[config.mk]
export PLATFORM = sky130hd
export DESIGN_NAME = mem_access
export DESIGN_NICKNAME = d
export VERILOG_FILES = /design/src/rtl/core_pkg.sv /design/src/rtl/mem_lane_align.sv /design/src/rtl/mem_access.sv
export SDC_FILE = /design/constraint.sdc
export NUM_CORES = 1
export LEC_CHECK = 0
export CAP_MARGIN = 5
export CORE_MARGIN = 1.5
export CORE_UTILIZATION = 45
export CTS_BUF_LIST = sky130_fd_sc_hd__clkbuf_16
export CTS_CLUSTER_DIAMETER = 50
export DETAILED_ROUTE_END_ITERATION = 10
export GPL_TIMING_DRIVEN = 0
export PLACE_DENSITY = 0.8
export SETUP_SLACK_MARGIN = 0.3
export SLEW_MARGIN = 40
export SYNTH_ARGS = -nofsm -noshare
export SYNTH_HDL_FRONTEND = slang
export SYNTH_SLANG_ARGS = --single-unit
[constraint.sdc]
create_clock -name clk -period 2.3 [get_ports clk]
set_input_delay 0.46 -clock clk [delete_from_list [all_inputs] [get_ports clk]]
set_output_delay 0.46 -clock clk [all_outputs]
set_load 0.005 [all_outputs]
[src/rtl/core_pkg.sv]
// core_pkg: shared encodings and state type for the MEM stage
package core_pkg;
  localparam logic [1:0] DSIZE_B = 2'b00;
  localparam logic [1:0] DSIZE_H = 2'b01;
  localparam logic [1:0] DSIZE_W = 2'b10;
  localparam int MEMRW_LD = 1;
  localparam int MEMRW_ST = 0;
  typedef enum logic [1:0] {IDLE, REQ, DONE} mem_state_t;
endpackage

[src/rtl/mem_lane_align.sv]
// mem_lane_align: store lane shift/byte-enables and load extract/extend
// Ports: lane (addr[1:0]), dsize, zext | sdata -> wdata, be | rdata -> ldata
module mem_lane_align
  import core_pkg::*;
(
  input  logic [1:0]  lane,
  input  logic [1:0]  dsize,
  input  logic        zext,
  input  logic [31:0] sdata,
  output logic [31:0] wdata,
  output logic [3:0]  be,
  input  logic [31:0] rdata,
  output logic [31:0] ldata
);
  logic [31:0] r;
  always_comb begin
    wdata = dsize == DSIZE_B ? sdata << {lane, 3'b000} : dsize == DSIZE_H ? sdata << {lane[1], 4'b0000} : sdata;
    be = dsize == DSIZE_B ? 4'b0001 << lane : dsize == DSIZE_H ? 4'b0011 << {lane[1], 1'b0} : 4'b1111;
    r = dsize == DSIZE_B ? rdata >> {lane, 3'b000} : dsize == DSIZE_H ? rdata >> {lane[1], 4'b0000} : rdata;
    ldata = dsize == DSIZE_B ? {{24{~zext & r[7]}}, r[7:0]} : dsize == DSIZE_H ? {{16{~zext & r[15]}}, r[15:0]} : r;
  end
endmodule

[src/rtl/mem_access.sv]
// mem_access: RV32I MEM stage, handshaked data-memory access feeding MEM/WB
// Ports: EX/MEM inputs (*_pype/_pype2), mem_keep stall, dmem_* request/response,
// MEM/WB outputs (*_pype3), mem_fault (timeout), mem_misalign.
// Optional: MEM_MISALIGN_TRAP_EN traps misaligned half/word accesses without a request.
module mem_access
  import core_pkg::*;
#(
  parameter int TIMEOUT_CYCLES = 256
) (
  input  logic        clk,
  input  logic        rst,
  input  logic [31:0] ALU_co_pype,
  input  logic [31:0] read_data2_pype2,
  input  logic [31:0] PCp4_pype2,
  input  logic [4:0]  WReg_pype2,
  input  logic [2:0]  writeback_control_pype2,
  input  logic [1:0]  MemRW_pype2,
  input  logic [1:0]  dsize_pype2,
  input  logic [2:0]  funct3_pype2,
  output logic        mem_keep,
  output logic        dmem_req,
  output logic        dmem_we,
  output logic [31:0] dmem_addr,
  output logic [31:0] dmem_wdata,
  output logic [3:0]  dmem_be,
  input  logic        dmem_ack,
  input  logic [31:0] dmem_rdata,
  output logic [31:0] ALU_co_pype3,
  output logic [31:0] read_data_pype3,
  output logic [31:0] PCp4_pype3,
  output logic [4:0]  WReg_pype3,
  output logic [2:0]  writeback_control_pype3,
  output logic        mem_fault,
  output logic        mem_misalign
);
  localparam int CW = $clog2(TIMEOUT_CYCLES + 1);
  mem_state_t state, state_n;
  logic [CW-1:0] cnt, cnt_n;
  logic [31:0] rdata_q, wdata, ldata;
  logic [3:0] be;
  logic fault_q, mis_q, mis, is_mem, is_ld, timeout, done;
  assign is_mem = |MemRW_pype2;
  // 11 is treated as a store, so only a pure 10 returns load data
  assign is_ld = MemRW_pype2[MEMRW_LD] & ~MemRW_pype2[MEMRW_ST];
  assign cnt_n = cnt + CW'(1);
  assign timeout = cnt_n == CW'(TIMEOUT_CYCLES);
  assign done = state == DONE;
`ifdef MEM_MISALIGN_TRAP_EN
  assign mis = (dsize_pype2 == DSIZE_H && ALU_co_pype[0]) || (dsize_pype2 == DSIZE_W && |ALU_co_pype[1:0]);
`else
  assign mis = 1'b0;
`endif
  mem_lane_align u_align (
    .lane  (ALU_co_pype[1:0]),
    .dsize (dsize_pype2),
    .zext  (funct3_pype2[2]),
    .sdata (read_data2_pype2),
    .wdata (wdata),
    .be    (be),
    .rdata (rdata_q),
    .ldata (ldata)
  );
  always_comb begin
    state_n = state;
    mem_keep = 1'b0;
    unique case (state)
      IDLE: begin
        mem_keep = is_mem;
        state_n = !is_mem ? IDLE : mis ? DONE : REQ;
      end
      REQ: begin
        mem_keep = 1'b1;
        state_n = (dmem_ack || timeout) ? DONE : REQ;
      end
      DONE: state_n = IDLE;
      default: state_n = IDLE;
    endcase
  end
  always_ff @(posedge clk) begin
    if (rst) begin
      state <= IDLE;
      cnt <= '0;
      rdata_q <= '0;
      fault_q <= 1'b0;
      mis_q <= 1'b0;
      dmem_req <= 1'b0;
      dmem_we <= 1'b0;
      dmem_addr <= '0;
      dmem_wdata <= '0;
      dmem_be <= '0;
      ALU_co_pype3 <= '0;
      read_data_pype3 <= '0;
      PCp4_pype3 <= '0;
      WReg_pype3 <= '0;
      writeback_control_pype3 <= '0;
      mem_fault <= 1'b0;
      mem_misalign <= 1'b0;
    end else begin
      state <= state_n;
      if (state == IDLE && is_mem) begin
        cnt <= '0;
        rdata_q <= '0;
        fault_q <= 1'b0;
        mis_q <= mis;
        dmem_req <= ~mis;
        if (!mis) begin
          dmem_we <= MemRW_pype2[MEMRW_ST];
          dmem_addr <= {ALU_co_pype[31:2], 2'b00};
          dmem_wdata <= wdata;
          dmem_be <= be;
        end
      end
      if (state == REQ) begin
        if (dmem_ack) begin
          dmem_req <= 1'b0;
          rdata_q <= dmem_rdata;
        end else if (timeout) begin
          dmem_req <= 1'b0;
          fault_q <= 1'b1;
        end else begin
          cnt <= cnt_n;
        end
      end
      // MEM/WB advances whenever the stage is not stalling; flags only matter on completion
      if (!mem_keep) begin
        ALU_co_pype3 <= ALU_co_pype;
        read_data_pype3 <= (done && is_ld && !mis_q) ? ldata : 32'h0;
        PCp4_pype3 <= PCp4_pype2;
        WReg_pype3 <= WReg_pype2;
        writeback_control_pype3 <= (done && (fault_q || mis_q)) ? 3'b000 : writeback_control_pype2;
        mem_fault <= done & fault_q;
        mem_misalign <= done & mis_q;
      end
    end
  end
endmodule

# After elaboration in Yosys (flattened, before gate mapping)
# Cells that the tools add are included.
word_totals:
  out_inout_bits: 177
  wordCells: 68
  reg_bits: 217
op_classes:
  reduce_logical: 7
  muxes: 29
  shifts: 6
  bitwise_logic: 6
  addsub: 1
  eq_ne: 4
op_table:
  columns: ["op", "count"]
  rows:
  - ["$mux W32", 10]
  - ["$shl A32 B5 Y32", 2]
  - ["$shr A32 B5 Y32", 2]
  - ["$mux W9", 4]
  - ["$add A9 B1 Y9 const B", 1]
  - ["$eq A9 B9 Y1 const B", 1]
  - ["$mux W1", 9]
  - ["$mux W4", 2]
  - ["$and A1 B1 Y1", 4]
  - ["$eq A2 B1 Y1 const B", 2]
  - ["$logic_not A2 Y1", 2]
  - ["$pmux W2 S2", 1]
  - ["$shl A1 B2 Y4 const A", 1]
  - ["$shl A2 B2 Y4 const A", 1]
  - ["$logic_and A1 B1 Y1", 3]
  - ["$mux W3", 1]
  - ["$eq A2 B2 Y1 const B", 1]
  - ["$mux W2", 1]
  - ["$not A1 Y1", 2]
  - ["$pmux W1 S2", 1]
  - ["$reduce_or A2 Y1", 1]
  - ["$logic_or A1 B1 Y1", 1]

# Depth between registers and ports, before layout
# Gate-level depths: netlist (run 1).
logic_depth:
  depth_word: 7
  ltp_mapped: 8
  mapped_depth_nobuf: 6

# Hierarchy
# From an unflattened synthesis (run 1), not the netlist that was laid out.
unflattened:
  hier_cells: 1134
  hier_area_um2: 9135.0
modules_own_cells:
  columns: ["mod", "cells_each", "area_each_um2", "n_inst"]
  rows:
  - ["mem_access", 922, 7696.1, 1]
  - ["mem_lane_align", 212, 1438.9, 1]

# Worst setup path before layout (run 1)
# OpenSTA, ideal clock, no wires.
synth_path:
  path_type: "input -> register"
  from: "in ALU_co_pype[1]"
  to: "reg read_data_pype3[18]"
  setup_time_ns: 0.101
  slack_ns: 0.426
  t_required_ns: 2.199
  n_path_buf: 2
  t_arrival_ns: 1.773
  cell_stages: 7
  path_cell_list: "buf_4 -> mux2i_1 -> mux2_4 -> a21boi_1 -> o21ba_4 -> buf_6 -> o41ai_1"
synth_via:
  elab_chain_cells: 7
  word_cells_on_any_way: 9
  cone_classes: "2 x shift; 5 x mux; 2 x bitwise"
synth_lines:
  columns: ["element", "line_no", "text"]
  rows:
  - ["start, declared", "mem_access.sv:12", "input logic [31:0] ALU_co_pype,"]
  - ["$shr A32 B5 Y32", "mem_lane_align.sv:19", "r = dsize == DSIZE_B ? rdata >> {lane, 3'b000} : dsize == DSIZE_H ? rdata >> {lane[1], 4'b0000} : rdata;"]
  - ["$mux W32", "mem_lane_align.sv:19", null]
  - ["$mux W32 *", "mem_lane_align.sv:19", null]
  - ["$and A1 B1 Y1", "mem_lane_align.sv:20", "ldata = dsize == DSIZE_B ? {{24{~zext & r[7]}}, r[7:0]} : dsize == DSIZE_H ? {{16{~zext & r[15]}}, r[15:0]} : ..."]
  - ["$mux W32", "mem_lane_align.sv:20", null]
  - ["$mux W32 *", "mem_lane_align.sv:20", null]
  - ["$mux W32 *", "mem_access.sv:127", "read_data_pype3 <= (done && is_ld && !mis_q) ? ldata : 32'h0;"]
  - ["end signal, assigned", "mem_access.sv:127", null]
  - ["end, declared", "mem_access.sv:29", "output logic [31:0] read_data_pype3,"]
# Every way passes the cells marked *; elsewhere a longest branch is shown, timed or not.
# A chain may end at the register's enable or synchronous reset.

# Final worst setup path (run 1)
layout_path:
  from: "reg state[1]"
  to: "reg cnt[3]"
layout_via:
  elab_chain_cells: 6
  word_cells_on_any_way: 7
  cone_classes: "1 x eq/ne; 4 x mux; 2 x reduce/logical"
layout_lines:
  columns: ["element", "line_no", "text"]
  rows:
  - ["start, declared", "mem_access.sv:37", "mem_state_t state, state_n;"]
  - ["start signal, assigned", "mem_access.sv:99", "state <= state_n;"]
  - ["$logic_not A2 Y1", "mem_access.sv:100", "if (state == IDLE && is_mem) begin"]
  - ["$logic_and A1 B1 Y1", "mem_access.sv:100", null]
  - ["$mux W9", "mem_access.sv:100", null]
  - ["$mux W9", "mem_access.sv:117", "end else if (timeout) begin"]
  - ["$mux W9", "mem_access.sv:114", "if (dmem_ack) begin"]
  - ["$mux W9 *", "mem_access.sv:113", "if (state == REQ) begin"]
  - ["end signal, assigned", "mem_access.sv:121", "cnt <= cnt_n;"]
  - ["end, declared", "mem_access.sv:38", "logic [CW-1:0] cnt, cnt_n;"]
# Marked as above.

==> metrics.md, run 1 <==
| Metric | Value |
|---|---|
| Area share of the largest cell type after synthesis | `0.482` |
| Worst path max stage delay | `0.47 ns` |
| Sequential share of the synthesized area | `0.482` |
| Share of cells above drive strength 1 | `0.0810` |
| Int Pwr | `6.91 mW` |
| Synthesized area | `9010 sq um` |
| Drt first pass iters | `5` |
| Ys Warns | `0` |
| Total Wirelength | `32.1 mm` |
| Hold Path Sink | `dmem_we` |
| Final Cell Area | `13500 sq um` |
| Worst vdd ir | `0.463 mV` |
| Final setup skew | `0.0178 ns` |
| Leak Pwr | `4.96 nW` |
| P_sw | `2.57 mW` |
| Global route overflow | `0` |
| Final setup fails | `0` |
| Fin cells | `1761` |
| H-tree levels | `1` |
| Tmin final | `2.02 ns` |
| CTS Buf Count | `25` |
| P&R area growth vs syn | `49.7%` |
| Top Family by Delay on Critical Path | `simple AND/OR/NAND/NOR gates` |
| Clock power share | `0.392` |
| Slew HR | `0.545` |
| Startpoint of the worst hold path | `MemRW_pype2[0]` |
| Max_cap viols | `0` |
| Row count | `51` |
| Total Power | `9.48 mW` |
| Vias in the first global route | `9111` |
| Logic gate share of total power | `0.175` |
| Clock Path Buffers | `3` |
| Via count | `9663` |
| Global-route wire length before repair | `48.3 mm` |
| CTS tree | `done` |
| Slowest cell on crit path | `or3_1` |
| # DRC | `0` |
| Reg2Reg Setup Slack | `0.28 ns` |
| Vias per cell | `5.49` |
| Prevailing post-synth register cell | `dfxtp_1` |
| Synth Register Bits | `217` |
| Pwr Density | `703 nW/um^2` |
| Die height | `145 um` |
| Cell count after synthesis | `1119` |
| Cts hold-fix bufs | `0` |
| Mean Syn Cell Area | `8.06 sq um` |
| Critical Path RT | `2.70 ns` |
| Clock slew at reported path FFs | `0.06 ns` |
| Critical path cell sequence | `buf_6 > and2b_1 > and2b_2 > nor2_1 > or3_1 > o311a_1` |
| R2R Path End | `cnt[3]` |
| Clock sink count | `217` |
| Min-delay worst type | `in -> reg` |
| Post-synth top area cell | `dfxtp_1` |
| Reg-to-Reg Start | `state[1]` |
| Routed len/inst | `18.2 um` |
| Final hold vios | `0` |
| CORE AREA | `19500 sq um` |
| Buffers on Ports | `314` |
| Io pins | `323` |
| Sw Share | `0.271` |
| Buf/Inv on CP | `1` |
| Initial antenna violation count | `3` |
| Sequential share of power | `0.433` |
| Die Footprint | `20900 sq um` |
| Worst Hold Path Cells | `3` |
| Crit path capture type | `register` |
| Initial core utilization | `0.462` |
| Max frequency | `0.494 GHz` |
| RSZ-0062 raised after global routing | `true` |
| Largest net degree at the start of global routing | `15` |
| Fin util | `0.691` |
| Placed Cells | `1700` |
| Worst-Margin Slew | `0.682 ns` |
| FFs w/ async S/R, synth | `0` |
| Clk Latency, worst-skew pair | `0.52 ns` |
| Post-synth EDFFs | `0` |
| Final clock period utilization by the worst path | `0.880` |
| Pins over their slew limit | `0` |
| R2r worst-path depth | `6` |
| Post-DP Area | `12500 sq um` |
| Synth area leaders | `dfxtp_1 (48%), nand2_1 (13%), a21oi_1 (8.5%)` |
| HPWL after DPL | `23.8 mm` |
| Status | `finished, final reports clean` |
| CTS root buffer | `clkbuf_16` |
| Final #Nets | `1623` |
| Crit path kind | `reg -> reg` |
| CP max FO | `8` |
| Die width | `145 um` |
| Post-synthesis cell type count | `62` |
| Antenna viol nets, final | `0` |
| GRT Overall Usage | `0.295` |
| Worst path depth | `6` |
| Drt first-iter violations | `459` |
| Data arrival time of the critical path | `2.42 ns` |
| Placer congestion estimate | `0.916` |
| Critical Path Start Type | `register` |
cell families after synthesis:
kind of cell,Yosys count,share of synthesized area
AND/OR/NAND/NOR,478,0.229
AO/OA/AOI/OAI,301,0.216
flip-flops,217,0.482
buffers and inverters,101,0.0476
multiplexers,18,0.0219
XOR/XNOR,2,0.00194
adder cells (fa/ha/maj),1,0.00139
other,1,0.000416
through the flow:
| step | setup WS, ns | setup TNS (ns) | hold WS [ns] |
|---|---|---|---|
| after floorplan | 0.426 | 0 | 0.444 |
| after global placement | -1.06 | -71.63 | 0.436 |
| after detailed placement | -1.06 | -75.81 | 0.435 |
| after CTS | 0.257 | 0 | 0.430 |
| after global routing | 0.206 | 0 | 0.464 |
| final | 0.276 | 0 | 0.447 |
layout by cell type (no fill, tap or decap), types with 8 or more instances in the layout:
cell and instances:
clkdlybuf4s50_1 309, nand2_1 305, dfxtp_1 210, a21oi_1 153, clkbuf_1 62, nor2_1 60, a22oi_1 40, clkbuf_16 25
nand3_1 23, and3_1 23, nor2b_1 22, o21ai_0 20, buf_4 18, o41ai_1 14, o31ai_1 12, o211ai_1 12
a211oi_1 11, clkbuf_2 10, a2bb2oi_1 10, mux2i_1 9, nor3_1 8, buf_2 8
how the worst max path moves through the flow:
stage                   start                  end
2_1_floorplan  ALU_co_pype[1]  read_data_pype3[18]
3_3_place_gp   MemRW_pype2[0]             mem_keep
3_5_place_dp   MemRW_pype2[0]             mem_keep
4_1_cts              state[1]             mem_keep
5_1_grt                cnt[8]               cnt[4]
6_report             state[1]               cnt[3]
what timing repair did:
action / CTS / global route
hold endpoints to repair: 0 / 0
pin swaps: 0 / 4
setup endpoints to repair: 144 / 74
gates resized for setup: 38 / 21
gates cloned: 0 / 1
buffers inserted: 4 / 9
state kept, by name, summed over array words and instances, names as in the netlist:
register / cells
ALU_co_pype3: 32
PCp4_pype3: 32
WReg_pype3: 5
cnt: 9
dmem_addr: 30
dmem_be: 4
dmem_req: 1
dmem_wdata: 32
dmem_we: 1
fault_q: 1
mem_fault: 1
rdata_q: 32
read_data_pype3: 32
state: 2
writeback_control_pype3: 3
cells in the mapped netlist (all sizes together) (7+ instances only):
master   number
o211ai       12
a221oi        7
a21oi       154
o41ai        16
nor2         63
and3         23
nor3         11
nor2b        22
dfxtp       217
mux2          8
o31ai        12
o21ai        22
clkbuf       74
buf          23
a211oi       12
nand3        24
mux2i        10
a22oi        40
a2bb2oi      10
nand2       306
worst min-delay path: cells and delay by family:
family          cells  cell delay [ns]
compound gates      1             0.06
buf+inv             1             0.31
simple gates        1             0.09
area by class of cell:
cell class | instances | area (sq um)
antenna | 2 | 5.00
buffer | 97 | 457
clock buffer | 25 | 626
clock inverter | 20 | 139
fill | 1630 | 6040
inverter | 4 | 15.0
multi-input combinational | 803 | 4320
sequential | 217 | 4360
tap | 265 | 332
timing repair buffer | 328 | 3240
layer usage:
layer  vias up  routed length [um]  global-route usage
met4         2                1010               0.115
met5         -                  13                   0
met2       449               15700               0.508
met3        73                2840              0.0603
met1      4538               12500               0.362
li1       4601                   -                   -
power groups by stage:
stage	Sequential [mW]	Combinational (mW)	Clock, mW
after CTS	4.10	1.63	3.75
after floorplan	4.17	0.671	0
after detailed placement	4.18	1.59	0
after global placement	4.17	1.57	0
final	4.10	1.66	3.72
after global routing	4.12	1.80	3.90
Power figures use the tool's default switching activity.
==> run 2, diff against run 1 <==
Settings changed: GPL_ROUTABILITY_DRIVEN set to 0, SETUP_SLACK_MARGIN 0.3 to 0.4.
==> run 2 against run 1 <==
Against the previous run: critical path depth did not move; core utilization grew 0.58 points; clock skew fell by 0.0023 ns; register-to-register slack better by 0.03 ns; largest power group unchanged; fmax grew 1.0%; flip-flop and latch count unchanged; global-route usage fell by 0.22 points; first-iteration DRC count grew 26%.
==> metrics.md, run 2 (synthesis results as in run 1) <==
| Metric | Value |
|---|---|
| Die Footprint | `20900 sq um` |
| R2r worst-path depth | `6` |
| P&R area growth vs syn | `50.9%` |
| H-tree levels | `1` |
| Total Power | `9.43 mW` |
| Routed len/inst | `18.4 um` |
| Via count | `9660` |
| Final hold vios | `0` |
| Drt first-iter violations | `578` |
| Worst Hold Path Cells | `3` |
| Final clock period utilization by the worst path | `0.871` |
| Largest net degree at the start of global routing | `13` |
| Min-delay worst type | `in -> reg` |
| Worst setup startpoint | `state[1]` |
| Fill cells | `1596` |
| Data arrival time of the critical path | `1.54 ns` |
| Worst vdd ir | `0.479 mV` |
| Hold Path Sink | `dmem_we` |
| Vias per cell | `5.49` |
| Sw Share | `0.267` |
| Antenna viol nets, final | `0` |
| Slowest cell on crit path | `dfxtp_2` |
| Hold Slack | `0.441 ns` |
| Pwr Density | `693 nW/um^2` |
| Commonest non-fill, non-tap cell in the layout | `nand2_1` |
| Slew HR | `0.524` |
| Io pins | `323` |
| Crit path kind | `reg -> out` |
| ANT cells | `0` |
| Initial core utilization | `0.462` |
| CTS Buf Count | `26` |
| CP max FO | `8` |
| Int Pwr | `6.91 mW` |
| Final setup fails | `0` |
| CORE AREA | `19500 sq um` |
| Drt first pass iters | `6` |
| Reg2Reg Setup Slack | `0.31 ns` |
| Global-route wire length before repair | `47.8 mm` |
| Final #Nets | `1624` |
| Die width | `145 um` |
| Final Cell Area | `13600 sq um` |
| Tmin final | `2.00 ns` |
| R2R Path End | `cnt[3]` |
| Worst path max stage delay | `0.31 ns` |
| RSZ-0062 raised after global routing | `true` |
| Sequential cell area | `4370 sq um` |
| Clock sink count | `217` |
| Logic gate share of total power | `0.177` |
| P_sw | `2.52 mW` |
| Buf/Inv on CP | `5` |
| Share of cells above drive strength 1 | `0.0985` |
| Initial antenna violation count | `0` |
| Clock Path Buffers | `3` |
| Post-DP Area | `12500 sq um` |
| Worst-Margin Slew | `0.714 ns` |
| Startpoint of the worst hold path | `MemRW_pype2[0]` |
| Critical Path Start Type | `register` |
| Crit path capture type | `output pin` |
| Buffers on Ports | `314` |
| Max frequency | `0.499 GHz` |
| Pins over their slew limit | `0` |
| Final setup skew | `0.0154 ns` |
| Leak Pwr | `5.17 nW` |
| Top Family by Delay on Critical Path | `buffers and inverters` |
| # DRC | `0` |
| Global route overflow | `0` |
| Multi-input logic area | `4380 sq um` |
| GRT Overall Usage | `0.293` |
| Clk Latency, worst-skew pair | `0.52 ns` |
| Vias in the first global route | `8959` |
| Fin util | `0.697` |
| Critical Path RT | `1.84 ns` |
| Reg-to-Reg Start | `cnt[0]` |
| CTS tree | `done` |
| Row count | `51` |
| Clock power share | `0.389` |
| Die height | `145 um` |
| Setup TNS | `0 ns` |
| Commonest non-fill, non-tap cells in the layout | `nand2_1 (304), clkdlybuf4s50_1 (298), dfxtp_1 (202), a21oi_1 (152), nor2_1 (60)` |
| HPWL after DPL | `23.7 mm` |
| Max_cap viols | `0` |
| Critical path cell sequence | `buf_6 > or2_4 > inv_4 > buf_8 > buf_8 > buf_6` |
| Status | `finished, final reports clean` |
| Total Wirelength | `32.4 mm` |
| Clock slew at reported path FFs | `0.05 ns` |
| Sequential share of power | `0.435` |
| CTS root buffer | `clkbuf_16` |
run 2: cell types whose count changed in the layout (fill, tap and decap cells not counted), sizes merged, moves of 2 or more:
cell / previous run / this run
clkbuf: 97 / 101
clkdlybuf4s50: 309 / 298
clkinv: 10 / 13
diode: 2 / 0
dlymetal6s2s: 0 / 10
inv: 12 / 8
run 2: power groups by stage:
stage	combinational, mW	clock, mW	sequential, mW
after floorplan	0.671	0	4.17
after global routing	1.80	3.86	4.12
after detailed placement	1.59	0	4.18
after CTS	1.63	3.70	4.10
after global placement	1.57	0	4.17
final	1.67	3.66	4.10
run 2: final cells by class:
type                       count  area share
multi-input combinational    803       0.322
sequential                   217       0.321
timing repair buffer         328       0.241
clock buffer                  27      0.0497
buffer                        97      0.0345
tap                          265      0.0244
clock inverter                17     0.00625
inverter                       4     0.00129
run 2: worst max-delay path by stage:
| stage | end | slack (ns) | cells past startpoint |
|---|---|---|---|
| global route | mem_keep | 0.25 | 6 |
| floorplan | read_data_pype3[18] | 0.43 | 7 |
| CTS | mem_keep | 0.28 | 6 |
| global placement | mem_keep | -1.08 | 7 |
| finish | mem_keep | 0.30 | 6 |
| detailed placement | mem_keep | -1.10 | 7 |
run 2: per-stage QoR:
stage                     setup WS (ns)  cells
final                             0.297   1758
after global routing              0.253   1758
after CTS                         0.276   1749
after detailed placement          -1.10   1700
after global placement            -1.08   1700
after floorplan                   0.426   1121
run 2: routing by layer:
metal	global-route usage	part of all wire	routed length (um)
met5	0	0	0
met4	0.116	0.033	1060
met3	0.0556	0.087	2820
met2	0.501	0.49	15900
met1	0.364	0.39	12600
run 2: what timing repair did:
item                       in CTS  in global routing
pin swaps                       3                  7
cloned                          0                  1
gates resized for setup        42                 70
hold buffers                    0                  0
setup buffers                   5                  8
setup endpoints to repair     209                198
run 2: tightest hold or removal path: stages:
cell and delay [ns]:
dlygate4sd2_1 0.31, nand2_1 0.08, a21oi_1 0.06
==> run 3, diff against run 2 <==
Settings changed: CORE_MARGIN 1.5 to unset, CORE_UTILIZATION 45 to 40, CTS_CLUSTER_SIZE set to 8, PLACE_DENSITY 0.8 to 0.73.
==> run 3 against run 2 <==
Against the previous run: the run now ends with DRC left; global-route usage is 1.8 points lower; flip-flop and latch count did not move; sequential power is essentially flat; first-iteration DRC count rose by 8.5%; setup slack better by 0.040 ns; clock power up 17%; non-clock buffer count rose by 1; clock skew grew 0.0028 ns; fmax is 2.0% higher; die area grew 11%; combinational power about the same; critical path depth unchanged; critical path type unchanged.
==> metrics.md, run 3 (synthesis results as in run 1) <==
| Metric | Value |
|---|---|
| Final Cell Area | `13700 sq um` |
| R2r worst-path depth | `7` |
| Share of cells above drive strength 1 | `0.103` |
| Max_cap viols | `0` |
| Total Wirelength | `32.3 mm` |
| GRT Overall Usage | `0.275` |
| Cts hold-fix bufs | `0` |
| Pwr Density | `732 nW/um^2` |
| Routed len/inst | `18.2 um` |
| Post-DP Area | `12500 sq um` |
| Tmin final | `1.96 ns` |
| Worst Hold Path Cells | `3` |
| Die height | `152 um` |
| CTS tree | `done` |
| Sw Share | `0.255` |
| Total Power | `10.1 mW` |
| Io pins | `323` |
| CTS root buffer | `clkbuf_16` |
| Via count | `9553` |
| Worst vdd ir | `0.389 mV` |
| Vias per cell | `5.39` |
| Buffers on Ports | `314` |
| Global route overflow | `0` |
| Status | `finished, violations left` |
| Max frequency | `0.509 GHz` |
| Clock power share | `0.425` |
| Drt first-iter violations | `627` |
| Clock slew at reported path FFs | `0.05 ns` |
| Clock Path Buffers | `3` |
| Final clock period utilization by the worst path | `0.854` |
| Multi-input logic area | `4360 sq um` |
| Sequential cell area | `4370 sq um` |
| Commonest non-fill, non-tap cell in the layout | `clkdlybuf4s50_1` |
| Final setup skew | `0.0182 ns` |
| Data arrival time of the critical path | `1.50 ns` |
| Logic gate share of total power | `0.166` |
| Final #Nets | `1633` |
| Min-delay worst type | `in -> reg` |
| Drt first pass iters | `9` |
| H-tree levels | `2` |
| Clk Latency, worst-skew pair | `0.49 ns` |
| Crit path capture type | `output pin` |
| Row count | `54` |
| Failing checks | `DRC` |
| P_sw | `2.56 mW` |
| Antenna viol nets, final | `0` |
| RSZ-0062 raised after global routing | `true` |
| Die width | `152 um` |
| P&R area growth vs syn | `52.5%` |
| Vias in the first global route | `9136` |
| CP max FO | `5` |
| Clock sink count | `217` |
| Critical Path RT | `1.84 ns` |
| CORE AREA | `22000 sq um` |
| Critical Path Start Type | `register` |
| Int Pwr | `7.50 mW` |
| Global-route wire length before repair | `50.6 mm` |
| Fill cells | `1874` |
| Final hold vios | `0` |
| Sequential share of power | `0.409` |
| # DRC | `112` |
| Setup TNS | `0 ns` |
| Initial core utilization | `0.410` |
| Pins over their slew limit | `0` |
| Worst-Margin Slew | `0.712 ns` |
| Slew HR | `0.525` |
| Crit path kind | `reg -> out` |
| Final setup fails | `0` |
| Die Footprint | `23100 sq um` |
| Largest net degree at the start of global routing | `11` |
| CTS Buf Count | `34` |
| Initial antenna violation count | `2` |
| Leak Pwr | `5.10 nW` |
| Commonest non-fill, non-tap cells in the layout | `clkdlybuf4s50_1 (307), nand2_1 (304), dfxtp_1 (203), a21oi_1 (153), nor2_1 (60)` |
| HPWL after DPL | `23.9 mm` |
run 3: cell count changes in the layout (fill, tap and decap cells not counted), moves of 3 or more:
cell / delta
clkbuf_1: -5
clkbuf_16: +8
clkbuf_2: +4
clkdlybuf4s50_1: +9
clkinv_1: -5
clkinv_2: -4
clkinv_4: -3
dlymetal6s2s_1: -9
run 3: metal layers:
layer,part of all wire,up-vias,track usage
li1,-,4604,-
met1,0.41,4493,0.343
met3,0.080,63,0.0642
met2,0.48,393,0.464
met4,0.028,0,0.0972
met5,0,-,0
run 3: final cells by class:
cell class / count / area share
sequential: 217 / 0.318
inverter: 4 / 0.00109
multi-input combinational: 803 / 0.317
buffer: 97 / 0.0350
tap: 280 / 0.0255
timing repair buffer: 329 / 0.237
clock inverter: 6 / 0.00264
clock buffer: 35 / 0.0637
antenna: 2 / 0.000364
run 3: power groups by stage:
stage / clock network, mW / logic (mW) / registers (mW)
final: 4.28 / 1.67 / 4.12
after detailed placement: 0 / 1.59 / 4.18
after global placement: 0 / 1.58 / 4.18
after floorplan: 0 / 0.671 / 4.17
after global routing: 4.55 / 1.81 / 4.14
after CTS: 4.36 / 1.64 / 4.12
run 3: worst paths after layout:
path | end | start | slack [ns]
max reg2reg | cnt[3] | cnt[7] | 0.34
min reg2reg | ALU_co_pype3[6] | ALU_co_pype3[6] | 0.45
max | mem_keep | state[1] | 0.34
min | dmem_be[3] | dsize_pype2[0] | 0.44
run 3: critical path, cell delays in order (launching register included):
cell     delay, ns
dfxtp_2       0.31
buf_6         0.12
or2_4         0.25
inv_2         0.07
buf_8         0.09
buf_8         0.09
buf_6         0.08
run 3: per-stage QoR:
step / utilization / worst slack [ns] / cells / hold slack (ns)
after floorplan: - / 0.426 / 1121 / 0.444
after global placement: 0.570 / -1.06 / 1715 / 0.430
after detailed placement: 0.570 / -1.08 / 1715 / 0.440
after CTS: 0.620 / 0.304 / 1762 / 0.449
after global routing: 0.626 / 0.291 / 1772 / 0.468
final: 0.626 / 0.336 / 1773 / 0.441
run 3: repair_timing:
| action | in CTS | in global routing |
|---|---|---|
| buffers inserted | 6 | 8 |
| gates resized for setup | 56 | 50 |
| cloned | 0 | 1 |
| pin swaps | 4 | 7 |
| setup endpoints to repair | 215 | 168 |
